### src/rtl/decode_s1_s2_pipe.sv
// Decode stage-1 to stage-2 pipeline boundary: a two-entry skid buffer whose upstream
// ready is a pure register output. It also handles flush and hold, and keeps a saturating discard count.
module decode_s1_s2_pipe #(
  parameter int WIDTH = 158,
  parameter int CNTW  = 16
) (
  input  logic             clk,
  input  logic             reset,
  input  logic             flush,
  input  logic             hold,
  input  logic             s1_valid,
  output logic             s1_ready,
  input  logic [WIDTH-1:0] s1_payload,
  output logic             s2_valid,
  input  logic             s2_ready,
  output logic [WIDTH-1:0] s2_payload,
  output logic [1:0]       occupancy,
  output logic [CNTW-1:0]  discard_cnt
);

  logic             main_v_q, main_v_d;
  logic             skid_v_q, skid_v_d;
  logic [WIDTH-1:0] main_d_q, main_d_d;
  logic [WIDTH-1:0] skid_d_q, skid_d_d;
  logic [CNTW-1:0]  discard_cnt_q, discard_cnt_d;

  logic             acc;
  logic             drn;
  logic [1:0]       discard_add;
  logic [CNTW+1:0]  discard_sum;

  // Upstream ready comes only from the skid flag, so it never depends on s2_ready or hold.
  assign s1_ready    = ~skid_v_q;
  assign s2_valid    = main_v_q & ~hold;
  assign s2_payload  = main_d_q;
  assign occupancy   = {1'b0, main_v_q} + {1'b0, skid_v_q};
  assign discard_cnt = discard_cnt_q;

  assign acc = s1_valid & s1_ready;
  assign drn = s2_valid & s2_ready;

  // An entry stage 2 consumes during the flush cycle is delivered, not discarded.
  // drn implies main_v_q, so this subtraction cannot go negative.
  assign discard_add = {1'b0, main_v_q} + {1'b0, skid_v_q} - {1'b0, drn};
  assign discard_sum = {2'b00, discard_cnt_q} + {{CNTW{1'b0}}, discard_add};

  always_comb begin
    // NOTE: every always_comb output gets a default first so no path leaves it unassigned (no latch).
    main_v_d      = main_v_q;
    skid_v_d      = skid_v_q;
    main_d_d      = main_d_q;
    skid_d_d      = skid_d_q;
    discard_cnt_d = discard_cnt_q;

    if (flush) begin
      main_v_d = 1'b0;
      skid_v_d = 1'b0;
      if (discard_sum > {2'b00, {CNTW{1'b1}}}) begin
        discard_cnt_d = {CNTW{1'b1}};
      end else begin
        discard_cnt_d = discard_sum[CNTW-1:0];
      end
    end else if (skid_v_q) begin
      // The skid entry moves up only when main drains, which keeps the order FIFO.
      if (drn) begin
        main_d_d = skid_d_q;
        skid_v_d = 1'b0;
      end
    end else if (acc && (!main_v_q || drn)) begin
      main_d_d = s1_payload;
      main_v_d = 1'b1;
    end else if (acc) begin
      skid_d_d = s1_payload;
      skid_v_d = 1'b1;
    end else if (drn) begin
      main_v_d = 1'b0;
    end
  end

  always_ff @(posedge clk or posedge reset) begin
    if (reset) begin
      // NOTE: the payload registers are reset as well, so s2_payload reads 0 out of reset.
      main_v_q      <= 1'b0;
      skid_v_q      <= 1'b0;
      main_d_q      <= '0;
      skid_d_q      <= '0;
      discard_cnt_q <= '0;
    end else begin
      // NOTE: state registers use non-blocking assignment so every flop samples the pre-edge values.
      main_v_q      <= main_v_d;
      skid_v_q      <= skid_v_d;
      main_d_q      <= main_d_d;
      skid_d_q      <= skid_d_d;
      discard_cnt_q <= discard_cnt_d;
    end
  end

endmodule

### config.mk
export PLATFORM = sky130hd
export DESIGN_NAME = decode_s1_s2_pipe
export DESIGN_NICKNAME = d
export VERILOG_FILES = /design/src/rtl/decode_s1_s2_pipe.sv
export SDC_FILE = /design/constraint.sdc
export NUM_CORES = 1
export LEC_CHECK = 0
export ABC_AREA = 1
export CAP_MARGIN = 5
export CORE_MARGIN = 2
export CORE_UTILIZATION = 47
export CTS_BUF_LIST = sky130_fd_sc_hd__clkbuf_8
export CTS_CLUSTER_SIZE = 12
export DETAILED_ROUTE_END_ITERATION = 6
export PLACE_DENSITY = 0.79
export SYNTH_ARGS = -nofsm -noshare
export SYNTH_HDL_FRONTEND = slang
export SYNTH_SLANG_ARGS = --single-unit
### constraint.sdc
create_clock -name clk -period 12.17 [get_ports clk]
set_input_delay 2.434 -clock clk [delete_from_list [all_inputs] [get_ports clk]]
set_output_delay 2.434 -clock clk [all_outputs]
set_load 0.01 [all_outputs]
Yosys cells after proc, flatten, opt, wreduce, memory -nomap -nowiden. Index checks and enable logic that the tools add are counted.

Muxes and demuxes: 14. Bitwise gates (word level): 7. Add/subtract/negate cells: 3. Equality and inequality tests: 3. Magnitude comparators: 1. Reduce and logical (&&, ||, !) cells: 8.

Operators with widths (number): $mux W158 (3); $add A16 B2 Y17 (1); $gt A17 B16 Y1 const B (1); $mux W16 (1); $mux W1 (10); $reduce_and A3 Y1 (2); $not A1 Y1 (4); $reduce_and A4 Y1 (1); $and A1 B1 Y1 (3); $ne A3 B2 Y1 const B (1); $reduce_bool A3 Y1 (1); $add A1 B1 Y2 (1); $ne A2 B1 Y1 const B (1); $ne A2 B2 Y1 const B (1); $reduce_bool A2 Y1 (1); $sub A2 B1 Y2 (1); $logic_and A1 B1 Y1 (1); $logic_not A1 Y1 (1); $logic_or A1 B1 Y1 (1).

Flip-flop bits (word level): 334. Logic and storage cells: 41. Bits of input ports: 164.

Longest topological paths before layout.
Depth after elaboration: 8. Depth in mapped cells: 15. Depth with buffers taken out: 15.

Worst setup path after synthesis. No wires, ideal clock.

Path type: in2out. Start point: input port hold. End point: output port s2_valid. Stages: 1. Arrival time: 2.603 ns. Setup slack: 7.133 ns. Cell sequence: nor2_1.

Cells in the longest elaborated chain, start to end: 2.

RTL lines: start, declared (RTL line 10) `input logic hold,`; $not A1 Y1 (RTL line 34) `assign s2_valid = main_v_q & ~hold;`; $and A1 B1 Y1 (RTL line 34); end, declared (RTL line 14) `output logic s2_valid,`.

No other way between the ends.

Final worst setup path. Same ends and word-level chain as after synthesis.

==> results.txt <==
The portion of synthesized area spent on multiplexers is 0%. The maximum vdd drop is 114 µV. The shortest clock period the worst path allows after layout is 5.98 ns.

The unique cell type count in the Yosys netlist came out at 28. The total DRC errors in the routed layout is 0. The total vias in the final route is 13400. The final design instance area without fill is 19600 µm². Counting every net in the synthesized netlist gives 2023.

The per-instance average area after synthesis came out at 8.10 µm². The simple-gate share of the synthesized area came out at 24.0%. The number of instances in the placed design came out at 2483.

The clock slew at the register clock pins of the worst setup and hold paths came out at 0.07 ns. Measured against its own limit, the worst slew margin works out to 14.3%. In the final routed layout, each cell accounts on average for 15.6 µm. The number of antenna violations at the first check in global routing came out at 2.

The final-report hold violation count came to 0. The power density of the placed cells is 189 nW/µm². After detailed routing, the number of vias per cell comes to 5.19. The maximum number of pins on one net before global-route repair came out at 159. The final-report max-slew violation count is 0. The post-route setup TNS came out at 0 ns. Setup repair after global routing left no endpoint under its margin. The number of post-CTS setup repair buffers came out at 0. By startpoint and endpoint, the worst setup path is classified as input port to output pin.

The number of placed I/O pins is 342. The count of maximum capacitance violations came out at 0. TritonCTS built the clock tree. The arrival time of the worst setup path is 3.54 ns. The highest fanout seen on the critical path came out at 2. The sink count of the clock tree came out at 334. The clock latency at the later pin of the worst-skew pair is 0.58 ns. The worst setup path is captured at an output pin. The count of routing violations after the opening detailed-route iteration came out at 1120. The min-delay analysis places its worst path in the category register to register.

The number of hold buffers added after CTS is 0. The number of nets at the end of the flow is 2308. The core region is 31500 µm². Based on the critical path, the design can be clocked at up to 0.167 GHz.

The post-route clock skew is 0.0296 ns. The horizontal die dimension is 183 µm. The area of the die is 33400 µm².

The wire length of the first global-routing pass is 65400 µm. The ratio of final minimum period to clock period is 49.1%. The synthesized netlist devotes 0.467% of its cell area to adder and majority cells. The root buffer cell is clkbuf_8.

Compared with the post-synthesis result, the final layout area differs by 30.5%. STA classifies the critical path startpoint as an input port. The main combinational cell family by area after synthesis is simple AND/OR/NAND/NOR gates.

The fraction of layout cells with a size suffix above 1 came out at 5.04%. The height of the chip is 183 µm. After legalization and detailed placement, the total HPWL measured 24600 µm. At the placement stage, the worst setup path has a slack of 6.18 ns.

The detailed-router iteration count before antenna repair came out at 5. The tightest hold path in the finished design has a slack of 0.486 ns. STA puts the critical path data required time at 9.74 ns. The H-tree was split into 2 levels. The post-cts sizing count came out at 0. The total wirelength of the detailed-routed design came out at 40300 µm. The total setup violations reported at the end of the flow came out at 0.

The XOR/XNOR share of the synthesized area is 0.117%. The count of synthesis-stage warnings from yosys came out at 0. The combined area of all synthesized cells came out at 15000 µm². The number of buffers created by CTS is 56.

The remaining antenna violation count came out at 0. The count of input and output buffers is 341. The worst setup margin is 6.19 ns. The worst-margin pin slew is 1.29 ns. The final core area utilization is 62.2%. The count of cells in the finished layout, fillers not included, comes to 2587. The global-route usage over all layers is 24.0%. The initial core utilization is 47.7%. The synthesized design contains 334 register bits. The number of buffers on the longest clock path came out at 3.

The sequential-to-total area share from yosys stat came out at 55.7%. The run finished with clean final reports. The gate count after technology mapping is 1854.

The complex-gate fraction of the synthesized area came out at 10.9%. Summing internal, switching and leakage power gives 3.69 mW. The global route total overflow came out at 0. The cell row count is 65. The cell area after placement came out at 18400 µm².

The final weighted congestion in routability-driven placement came out at 0.811. The number of global-route vias before repair is 13300. Summed over all cells, the static leakage comes to 9.66 nW.
==> registers in the layout, summed over array words and instances, names as in the netlist <==
name,flops
skid_d_q,158
s2_payload,158
discard_cnt,16
main_v_q,1
skid_v_q,1
==> final timing paths <==
| kind | startpoint | end | slack [ns] | cells past startpoint |
|---|---|---|---|---|
| setup reg to reg | skid_v_q | discard_cnt[5] | 8.51 | 12 |
| max in group asynchronous | reset | skid_v_q | 7.37 | 4 |
| hold / removal | skid_d_q[41] | skid_d_q[41] | 0.49 | 2 |
| hold reg to reg | skid_d_q[41] | skid_d_q[41] | 0.49 | 2 |
| min in group asynchronous | reset | s2_payload[106] | 2.41 | 2 |
| setup / recovery | hold | s2_valid | 6.19 | 3 |
==> critical path, cell delays in order <==
cell and delay [ns]:
clkdlybuf4s50_1 0.42, nor2_1 0.14, clkdlybuf4s50_1 0.55
==> cell usage after synthesis <==
cell | number | area share, %
o21ai_1 | 68 | 2.3
nand3_1 | 177 | 5.9
nor3_1 | 2 | 0.067
nand3b_1 | 3 | 0.15
o21ai_0 | 254 | 8.5
buf_6 | 11 | 0.83
nand4_1 | 5 | 0.21
clkbuf_2 | 5 | 0.17
nor2_1 | 11 | 0.28
nand3_4 | 1 | 0.12
a21oi_1 | 2 | 0.067
dfrtp_1 | 334 | 56
a21boi_0 | 1 | 0.050
buf_4 | 3 | 0.15
nand3_2 | 2 | 0.13
clkbuf_1 | 32 | 0.80
buf_2 | 69 | 2.3
buf_1 | 3 | 0.075
inv_1 | 182 | 4.6
xnor2_1 | 1 | 0.058
ha_1 | 4 | 0.33
inv_2 | 2 | 0.050
nor2_2 | 2 | 0.083
nand2_1 | 674 | 17
xor2_1 | 1 | 0.058
fa_1 | 1 | 0.13
nand2_2 | 2 | 0.083
or2_2 | 2 | 0.083
==> final cells by class <==
| type | instances | area (µm²) |
|---|---|---|
| antenna | 1 | 2.50 |
| fill | 2691 | 11900 |
| multi-input combinational | 1213 | 5350 |
| timing repair buffer | 350 | 3480 |
| inverter | 184 | 698 |
| clock buffer | 76 | 1050 |
| tap | 402 | 503 |
| sequential | 334 | 8360 |
| clock inverter | 27 | 150 |
==> routing by layer <==
layer / wire, µm / GRT usage (%) / vias to the layer above / share of wire (%)
met5: 13 / 0 / - / 0.032
met4: 1250 / 8.58 / 2 / 3.1
met3: 3430 / 5.49 / 88 / 8.5
met2: 18500 / 38.3 / 550 / 46
met1: 17100 / 32.4 / 6348 / 43
li1: - / - / 6428 / -
==> power by group <==
part / switching, mW / internal, mW
registers: 0.224 / 1.46
logic: 0.464 / 0.509
clock network: 0.458 / 0.577
==> cell usage in the layout (no fill, tap or decap), drive strengths merged <==
cell type,netlist,final
nand2,676,676
clkdlybuf4s50,0,341
dfrtp,334,334
o21ai,322,322
inv,184,199
nand3,180,180
clkbuf,37,76
nor2,13,13
buf,86,9
clkinv,0,9
nand4,5,5
ha,4,4
nand3b,3,3
a21oi,2,2
or2,2,2
nor3,2,2
clkinvlp,0,2
diode,0,1
xor2,1,1
a21boi,1,1
xnor2,1,1
fa,1,1
bufinv,0,1
==> kinds of logic (layout without fill, tap and decap cells) <==
logic type,after synthesis,after routing
AND/OR/NAND/NOR,881,881
flip-flops,334,334
AO/OA/AOI/OAI,325,325
buffers and inverters,307,637
adder cells (fa/ha/maj),5,5
XOR/XNOR,2,2
other,0,1
Note: power is estimated with default switching activity, not from simulation.
